**src/rtl/axilite_pkg.sv**
```systemverilog
// Shared types and address decode for the AXI-lite memory backend.
`timescale 1ns/1ps
package axilite_pkg;

  typedef enum logic [1:0] {
    IDLE,
    BUSY_W,
    BUSY_R
  } state_t;

  typedef enum logic {
    GRANT_READ,
    GRANT_WRITE
  } grant_t;

  localparam int unsigned DEF_ADDR_W         = 32;
  localparam int unsigned DEF_DATA_W         = 64;
  localparam logic [63:0] DEF_MEM_ADDR_START = 64'h1000_0000;
  localparam int unsigned DEF_MEM_ADDR_RANGE = 5;

  typedef struct packed {
    logic        hit;
    logic [31:0] index;
  } decode_t;

  // Low address bits below the word size drop out in the shift.
  function automatic decode_t addr_decode(
    input logic [63:0] addr,
    input logic [63:0] start,
    input int unsigned range_words,
    input int unsigned word_bytes_log2
  );
    logic [63:0] off;
    decode_t     d;
    off     = addr - start;
    d.hit   = (addr >= start) && (off < (64'(range_words) << word_bytes_log2));
    d.index = 32'(off >> word_bytes_log2);
    return d;
  endfunction

endpackage

```
**src/rtl/axilite_regfile.sv**
```systemverilog
// Byte-strobed word array with one synchronous read/write port.
`timescale 1ns/1ps
module axilite_regfile #(
  parameter int unsigned DATA_W = 64,
  parameter int unsigned DEPTH  = 5,
  parameter int unsigned IDX_W  = 3
) (
  input  logic                aclk,
  input  logic                aresetn,
  input  logic                en,
  input  logic                we,
  input  logic [IDX_W-1:0]    addr,
  input  logic [DATA_W-1:0]   wdata,
  input  logic [DATA_W/8-1:0] wstrb,
  output logic [DATA_W-1:0]   rdata
);

  logic [DATA_W-1:0] mem [DEPTH];

  // NOTE: the array is cleared on reset because never-written words must read back as 0.
  always_ff @(posedge aclk) begin
    if (!aresetn) begin
      for (int i = 0; i < int'(DEPTH); i++) mem[i] <= '0;
      rdata <= '0;
    end else if (en) begin
      if (we) begin
        for (int b = 0; b < int'(DATA_W / 8); b++) begin
          if (wstrb[b]) mem[addr][b*8 +: 8] <= wdata[b*8 +: 8];
        end
      end else begin
        rdata <= mem[addr];
      end
    end
  end

endmodule

```
**src/rtl/axilite_mem_backend.sv**
```systemverilog
// Memory-side responder: arbitrates read/write requests onto one storage port with fixed latency.
`timescale 1ns/1ps
module axilite_mem_backend
  import axilite_pkg::*;
#(
  parameter int unsigned ADDR_W         = DEF_ADDR_W,
  parameter int unsigned DATA_W         = DEF_DATA_W,
  parameter logic [63:0] MEM_ADDR_START = DEF_MEM_ADDR_START,
  parameter int unsigned MEM_ADDR_RANGE = DEF_MEM_ADDR_RANGE,
  parameter int unsigned ACCESS_LAT     = 1
) (
  input  logic                aclk,
  input  logic                aresetn,
  input  logic                mem_w_req,
  output logic                mem_w_ack,
  input  logic [ADDR_W-1:0]   mem_w_addr,
  input  logic [DATA_W-1:0]   mem_w_data,
  input  logic [DATA_W/8-1:0] mem_w_strb,
  input  logic                mem_r_req,
  output logic                mem_r_ack,
  input  logic [ADDR_W-1:0]   mem_r_addr,
  output logic [DATA_W-1:0]   mem_r_data,
  output logic                mem_w_decerr,
  output logic                mem_r_decerr
);

  localparam int unsigned STRB_W    = DATA_W / 8;
  localparam int unsigned BYTE_LOG2 = $clog2(STRB_W);
  localparam int unsigned IDX_W     = (MEM_ADDR_RANGE > 1) ? $clog2(MEM_ADDR_RANGE) : 1;
  localparam int unsigned CNT_W     = (ACCESS_LAT > 1) ? $clog2(ACCESS_LAT) : 1;
  localparam logic [CNT_W-1:0] CNT_LOAD = CNT_W'(ACCESS_LAT - 1);

  state_t              state;
  grant_t              last_grant;
  logic [CNT_W-1:0]    cnt;
  logic                w_done, r_done;
  logic                hit_q, r_hit_q;
  logic [31:0]         idx_q;
  logic [DATA_W-1:0]   wdata_q;
  logic [STRB_W-1:0]   strb_q;

  logic                w_pend, r_pend, complete;
  logic                grant_w, grant_r;
  decode_t             dec;
  logic                rf_en, rf_we;
  logic [DATA_W-1:0]   rf_rdata;

  assign w_pend   = mem_w_req & ~w_done;
  assign r_pend   = mem_r_req & ~r_done;
  assign complete = (state != IDLE) && (cnt == '0);

  // The completion cycle hands the port straight to the other side if it is waiting.
  // NOTE: every output gets a default first so no path through the block infers a latch.
  always_comb begin
    grant_w = 1'b0;
    grant_r = 1'b0;
    unique case (state)
      IDLE: begin
        if (w_pend && (!r_pend || last_grant == GRANT_READ)) grant_w = 1'b1;
        else if (r_pend)                                     grant_r = 1'b1;
      end
      BUSY_W:  grant_r = complete && r_pend;
      BUSY_R:  grant_w = complete && w_pend;
      default: ;
    endcase
  end

  always_comb begin
    dec = addr_decode(64'(grant_w ? mem_w_addr : mem_r_addr), MEM_ADDR_START,
                      MEM_ADDR_RANGE, BYTE_LOG2);
  end

  // NOTE: non-blocking assignments so every register samples pre-edge values.
  always_ff @(posedge aclk) begin
    if (!aresetn) begin
      state        <= IDLE;
      last_grant   <= GRANT_READ;
      cnt          <= '0;
      w_done       <= 1'b0;
      r_done       <= 1'b0;
      hit_q        <= 1'b0;
      r_hit_q      <= 1'b0;
      idx_q        <= '0;
      wdata_q      <= '0;
      strb_q       <= '0;
      mem_w_decerr <= 1'b0;
      mem_r_decerr <= 1'b0;
    end else begin
      mem_w_decerr <= 1'b0;
      mem_r_decerr <= 1'b0;
      if (!mem_w_req) w_done <= 1'b0;
      if (!mem_r_req) r_done <= 1'b0;

      if (state != IDLE) begin
        if (cnt == '0) begin
          state <= IDLE;
          if (state == BUSY_W) begin
            w_done       <= 1'b1;
            mem_w_decerr <= ~hit_q;
          end else begin
            r_done       <= 1'b1;
            mem_r_decerr <= ~hit_q;
            r_hit_q      <= hit_q;
          end
        end else begin
          cnt <= cnt - CNT_W'(1);
        end
      end

      if (grant_w || grant_r) begin
        state      <= grant_w ? BUSY_W : BUSY_R;
        last_grant <= grant_w ? GRANT_WRITE : GRANT_READ;
        cnt        <= CNT_LOAD;
        hit_q      <= dec.hit;
        idx_q      <= dec.index;
        if (grant_w) begin
          wdata_q <= mem_w_data;
          strb_q  <= mem_w_strb;
        end
      end
    end
  end

  assign rf_en = complete && hit_q && (idx_q < 32'(MEM_ADDR_RANGE));
  assign rf_we = (state == BUSY_W);

  axilite_regfile #(
    .DATA_W (DATA_W),
    .DEPTH  (MEM_ADDR_RANGE),
    .IDX_W  (IDX_W)
  ) u_regfile (
    .aclk    (aclk),
    .aresetn (aresetn),
    .en      (rf_en),
    .we      (rf_we),
    .addr    (idx_q[IDX_W-1:0]),
    .wdata   (wdata_q),
    .wstrb   (strb_q),
    .rdata   (rf_rdata)
  );

  // The regfile output only moves on a read, so held data ignores later writes.
  assign mem_r_data = r_hit_q ? rf_rdata : '0;
  assign mem_w_ack  = w_done & mem_w_req;
  assign mem_r_ack  = r_done & mem_r_req;

endmodule

```
**config.mk**
```make
export PLATFORM = sky130hd
export DESIGN_NAME = axilite_mem_backend
export DESIGN_NICKNAME = d
export VERILOG_FILES = /design/src/rtl/axilite_pkg.sv /design/src/rtl/axilite_regfile.sv /design/src/rtl/axilite_mem_backend.sv
export SDC_FILE = /design/constraint.sdc
export NUM_CORES = 1
export LEC_CHECK = 0
export ABC_CLOCK_PERIOD_IN_PS = 4400
export BUFFER_PORTS_ARGS = -buffer_cell sky130_fd_sc_hd__buf_2
export CAP_MARGIN = 20
export CORE_UTILIZATION = 55
export CTS_CLUSTER_DIAMETER = 60
export DETAILED_ROUTE_END_ITERATION = 16
export PLACE_DENSITY_LB_ADDON = 0.1
export SLEW_MARGIN = 10
export SYNTH_ARGS = -nofsm -noshare
export SYNTH_HDL_FRONTEND = slang
export SYNTH_SLANG_ARGS = --single-unit
```
**constraint.sdc**
```tcl
create_clock -name aclk -period 4.4 [get_ports aclk]
set_clock_uncertainty 0.1 [all_clocks]
set_input_delay 1.1 -clock aclk [delete_from_list [all_inputs] [get_ports aclk]]
set_output_delay 1.1 -clock aclk [all_outputs]
set_load 0.05 [all_outputs]
```
Word-level counts from Yosys, hierarchy flattened
Memory sizes are Yosys's and may differ from the RTL's. A register that Yosys moved wholly into a read port is not among the register bits.
Index checks and enable logic that the tools add are counted.
- reduce and logical (&&, ||, !) cells: 22
- bitwise operators: 12
- order comparisons: 3
- equal/unequal tests: 3
- $add $sub $neg: 2
- multiplexer cells: 65
- operator list (operator ; count):
    $mux W64 ; 2
    $lt A64 B6 Y1 const B ; 1
    $reduce_or A64 Y1 ; 1
    $mux W1 ; 54
    $sub A32 B29 Y33 const B ; 1
    $ge A32 B29 Y1 const B ; 1
    $lt A32 B3 Y1 const B ; 1
    $mux W32 ; 1
    $mux W2 ; 4
    $mux W8 ; 1
    $not A1 Y1 ; 8
    $reduce_or A4 Y1 ; 2
    $logic_and A1 B1 Y1 ; 7
    $reduce_and A2 Y1 ; 3
    $and A1 B1 Y1 ; 4
    $pmux W1 S2 ; 2
    $reduce_bool A2 Y1 ; 2
    $mux W3 ; 1
    $reduce_and A3 Y1 ; 1
    $eq A2 B1 Y1 const B ; 1
    $eq A2 B2 Y1 const B ; 1
    $logic_not A1 Y1 ; 2
    $logic_not A2 Y1 ; 1
    $logic_or A1 B1 Y1 ; 2
    3 further kinds ; 3
- memories: 1
- output and inout bits: 68
- logic and storage cells: 120
- register bits: 114
- input bits: 140
- bits in writable memories: 320
- memories (name ; words ; width ; read ports ; clocked after memory_dff ; write ports ; RTL line ; RTL):
    u_regfile.mem ; 5 ; 64 ; 1 ; 1 ; 5 ; axilite_regfile.sv:18 ; logic [DATA_W-1:0] mem [DEPTH];

Logic depth before layout (Yosys ltp)
- word-level depth: 11
- mapped depth: 12
- gate-level depth less buffers: 9

Modules after synthesis
Synthesis repeated with hierarchy kept, for this count alone.
- cells, all modules: 2399
- area, all modules: 29154.2 µm²
- modules (own cells, without submodules) (module ; sequential area each (µm²) ; cells each ; area an instance (µm²) ; times used):
    axilite_regfile ; 16656.0 ; 1799 ; 24015.5 ; 1
    axilite_mem_backend ; 2222.1 ; 600 ; 5138.7 ; 1

Least setup slack after synthesis
No wires, ideal clock.
- kind: input-to-reg
- start point: in mem_r_req
- end point: reg idx_q[27]
- required time: 4.241 ns
- stages: 9
- path buffers: 2
- library setup time: 0.059 ns
- setup slack: 1.169 ns
- arrival: 3.072 ns
- path through: nor3b_2 > a21o_1 > buf_2 > clkbuf_1 > mux2i_1 > ha_1 > inv_1 > a221oi_1 > o221a_2
- longest elaborated chain between the ends: 8
- elaborated cells between the ends (all ways): 13
- classes of those cells: add/sub: 1; mux: 6; bitwise: 1; reduce/logical: 5
- ends and longest elaborated chain (element ; RTL line ; RTL):
    start: declaration ; axilite_mem_backend.sv:19 ; input logic mem_r_req,
    $and A1 B1 Y1 * ; axilite_mem_backend.sv:49 ; assign r_pend = mem_r_req & ~r_done;
    $logic_not A1 Y1 ; axilite_mem_backend.sv:59 ; if (w_pend && (!r_pend || last_grant == GRANT_READ)) grant_w = 1'b1;
    $logic_or A1 B1 Y1 ; axilite_mem_backend.sv:59 ;
    $logic_and A1 B1 Y1 ; axilite_mem_backend.sv:59 ;
    $mux W1 ; axilite_mem_backend.sv:59 ;
    $pmux W1 S2 ; axilite_mem_backend.sv:57 ; unique case (state)
    $mux W32 ; axilite_mem_backend.sv:69 ; dec = addr_decode(64'(grant_w ? mem_w_addr : mem_r_addr), MEM_ADDR_START,
    $sub A32 B29 Y33 ; axilite_pkg.sv:35 ; off = addr - start;
    end signal: assignment ; axilite_mem_backend.sv:115 ; idx_q <= dec.index;
    end: declaration ; axilite_mem_backend.sv:38 ; logic [31:0] idx_q;
Mark *: on every way between the ends. The rest lies on a longest branch, timed or not.
A chain may end at the register's enable or synchronous reset.

Worst setup path in the final report
- start point: reg r_hit_q
- end point: out mem_r_data[43]
- longest elaborated chain between the ends: 1
- ends and longest elaborated chain (element ; RTL line ; RTL):
    start: declaration ; axilite_mem_backend.sv:37 ; logic hit_q, r_hit_q;
    start signal: assignment ; axilite_mem_backend.sv:103 ; r_hit_q <= hit_q;
    $mux W64 ; axilite_mem_backend.sv:143 ; assign mem_r_data = r_hit_q ? rf_rdata : '0;
    end: declaration ; axilite_mem_backend.sv:22 ; output logic [DATA_W-1:0] mem_r_data,
Every way passes these cells.

==> flow_summary.json <==
{
  "cts_setup_buffers": 0,
  "via_per_inst": 5.79,
  "p_leak_nw": 13.3,
  "max_freq_ghz": 0.291,
  "yosys-top-cells-area": "edfxtp_1, dfxtp_1, and2_1",
  "ys_types": 66,
  "gp_congestion": 0.837,
  "setup_viol": 0,
  "cts_made_buffers": 72,
  "synth-edff-count": 512,
  "arrival_ns": 2.24,
  "synth_seq_cells": 687,
  "vias": 19300,
  "die_area_um2": 53600,
  "drt_iter0_drc": 2034,
  "avgSynthCellArea_um2": 13.1,
  "hold_viol": 0,
  "preCtsSetupSlack_ns": 0.751,
  "track_usage": 0.276,
  "crit_type": "register to output port",
  "finalCritPeriodShare": 0.782,
  "period_needed_ns": 3.44,
  "postRouteWirelength_um": 73600,
  "firstDrtPassIters": 6,
  "die_h_um": 232,
  "ys_seq_area_frac": 0.652,
  "hold_path.class": "register to register",
  "setup_ws_ns": 0.961,
  "synthArstFlopShare": 0,
  "post_layout_nonfiller_instances": 3324,
  "port_buffers": 201,
  "min_from": "u_regfile.rdata[33]$_SDFFE_PN0P_",
  "rsz0062_at_grt": "no",
  "nets": 2729,
  "antenna_found_initial": 0,
  "relSlewSlack": 0.263,
  "detail_route.wl_per_cell_um": 22.2,
  "clock-sinks": 687,
  "syn2layout_area_growth_pct": 16.1,
  "fill_cells": 3963,
  "ant_nets": 0,
  "row_count": 83,
  "io_pins": 208,
  "core_um2": 51700,
  "synth_area_um2": 29000,
  "layout-drive-gt1-share": 0.186,
  "clk_latency_ns": 0.61,
  "cts_tree": "built",
  "htreeDepth": 3,
  "r2r-start": "idx_q[14]$_SDFFE_PN0P_",
  "cp.required_ns": 3.20,
  "crit_fanout": 24,
  "cts-root-buf": "clkbuf_16",
  "clkTransAtPathRegs_ns": 0.06,
  "grt_max_degree": 79,
  "grt_pass1_vias": 18900,
  "chipWidth_um": 232,
  "synthCells": 2218,
  "postCtsResizedCells": 0,
  "start_kind": "register",
  "ir_worst_vdd_uv": 351,
  "fin_setup_tns_ns": 0,
  "grt_overflow_total": 0,
  "synth_top_flop_cell": "edfxtp_1",
  "start_util": 0.560,
  "grt_pass1_wl_um": 111000,
  "drv_slew": 0,
  "status": "finished clean",
  "cts_hold_buf": 0,
  "power_density_nw_per_um2": 437,
  "end_kind": "output port",
  "worst_pin_slew_ns": 1.10,
  "cts_buffer_depth": 3,
  "startpoint": "r_hit_q$_SDFFE_PN0P_",
  "yosysTopAreaCellShare": 0.531,
  "synth_top_area_cell": "edfxtp_1",
  "diodes": 0,
  "yosys_warnings": 0,
  "maxCapViolations": 0,
  "drc_errors": 0,
  "place_hpwl_um": 43600,
  "placed_cells": 3192
}
-- power breakdown --
part / total [mW] / internal, mW / switching, mW
sequential: 7.54 / 7.28 / 0.252
clock: 5.86 / 3.36 / 2.49
combinational: 1.29 / 0.488 / 0.806
total: 14.7 / 11.1 / 3.55
-- synth_stat cells (4+ instances only) --
library cell / instances
a21oi_1: 104
nand4_1: 13
mux2_2: 48
a211oi_1: 67
a222oi_1: 16
mux2i_1: 61
dfxtp_1: 175
nand2_1: 223
buf_2: 56
nand3_1: 4
buf_4: 9
a22o_1: 16
o21ai_0: 43
and3_1: 130
clkbuf_1: 83
o21ai_1: 4
o21a_1: 4
nor4_4: 8
nor3_1: 8
a221oi_1: 42
nor4_1: 10
a221o_1: 12
buf_6: 15
nor2_2: 6
o2111ai_1: 9
mux4_2: 32
o211a_1: 19
nor2_1: 105
nor2b_1: 6
a22oi_1: 42
edfxtp_1: 512
and2_1: 261
o211ai_1: 12
inv_1: 12
-- cell families after synthesis --
logic type / count (synthesis) / share of synthesized area
AO/OA/AOI/OAI: 404 / 0.0991
XOR/XNOR: 3 / 0.000907
adder cells (fa/ha/maj): 3 / 0.00130
buffers and inverters: 179 / 0.0307
flip-flops: 687 / 0.652
multiplexers: 141 / 0.0646
other: 1 / 0.000129
AND/OR/NAND/NOR: 800 / 0.152
-- routing by layer --
metal / vias to the layer above / wire (um) / share of wire / GRT usage
li1: 8870 / - / - / -
met1: 9582 / 30400 / 0.41 / 0.364
met2: 670 / 36400 / 0.49 / 0.463
met3: 140 / 4590 / 0.062 / 0.0422
met4: 0 / 2290 / 0.031 / 0.101
met5: - / 0 / 0 / 0
-- sequential cells by signal, indices dropped and copies added, names as in the netlist, 2 cells and up --
name and count:
u_regfile.rdata 64, u_regfile.mem 512, state 2, idx_q 30
strb_q 8, wdata_q 64
-- area by class of cell --
cell class              instances  area (um2)  share of cell area
clock buffers                 106        2080              0.0619
clock inverters                26         181             0.00539
inverters                      13        51.3             0.00153
multi-input cells            1543        9970               0.297
flip-flops and latches        687       18900               0.562
well taps                     680         851              0.0253
repair buffers                269        1600              0.0477
-- worst paths after layout --
kind,slack [ns],cells after the start,end
max,0.96,3,mem_r_data[43]
min,0.38,2,u_regfile.rdata[33]$_SDFFE_PN0P_
max reg2reg,1.10,5,u_regfile.mem[3][36]$_SDFFCE_PN0P_
min reg2reg,0.38,2,u_regfile.rdata[33]$_SDFFE_PN0P_
-- stage by stage --
step           hold slack [ns]  cell area [um2]   util  power, mW
2_1_floorplan            0.327            29700      -       8.44
3_3_place_gp             0.366            31400  0.607       8.92
3_5_place_dp             0.375            31400  0.607       8.96
4_1_cts                  0.382            33600  0.650       14.8
5_1_grt                  0.406            33600  0.650       15.1
6_report                 0.378            33600  0.650       14.7
-- cells in the final DEF, fill, tap and decap left out, types with 12 or more instances in the layout --
cell type,netlist,final
a221oi_1,42,42
edfxtp_1,512,512
mux2_2,48,48
dfxtp_1,175,171
a22oi_1,42,42
a22o_1,16,16
mux2i_1,61,61
mux4_2,32,32
o21ai_0,43,43
inv_1,12,12
buf_4,9,61
clkbuf_16,0,75
clkinv_2,0,13
a222oi_1,16,16
buf_2,56,201
o211ai_1,12,12
a221o_1,12,12
a211oi_1,67,67
and3_1,130,130
nand2_1,223,223
clkbuf_1,83,22
conb_1,1,192
o211a_1,19,19
nand4_1,13,13
a21oi_1,104,103
and2_1,261,261
nor2_1,105,105
-- critical path, stage by stage (launching register included) --
cell	delay (ns)
dfxtp_2	0.66
buf_4	0.40
and2_1	0.28
buf_2	0.30
(Power assumes the default switching activity.)
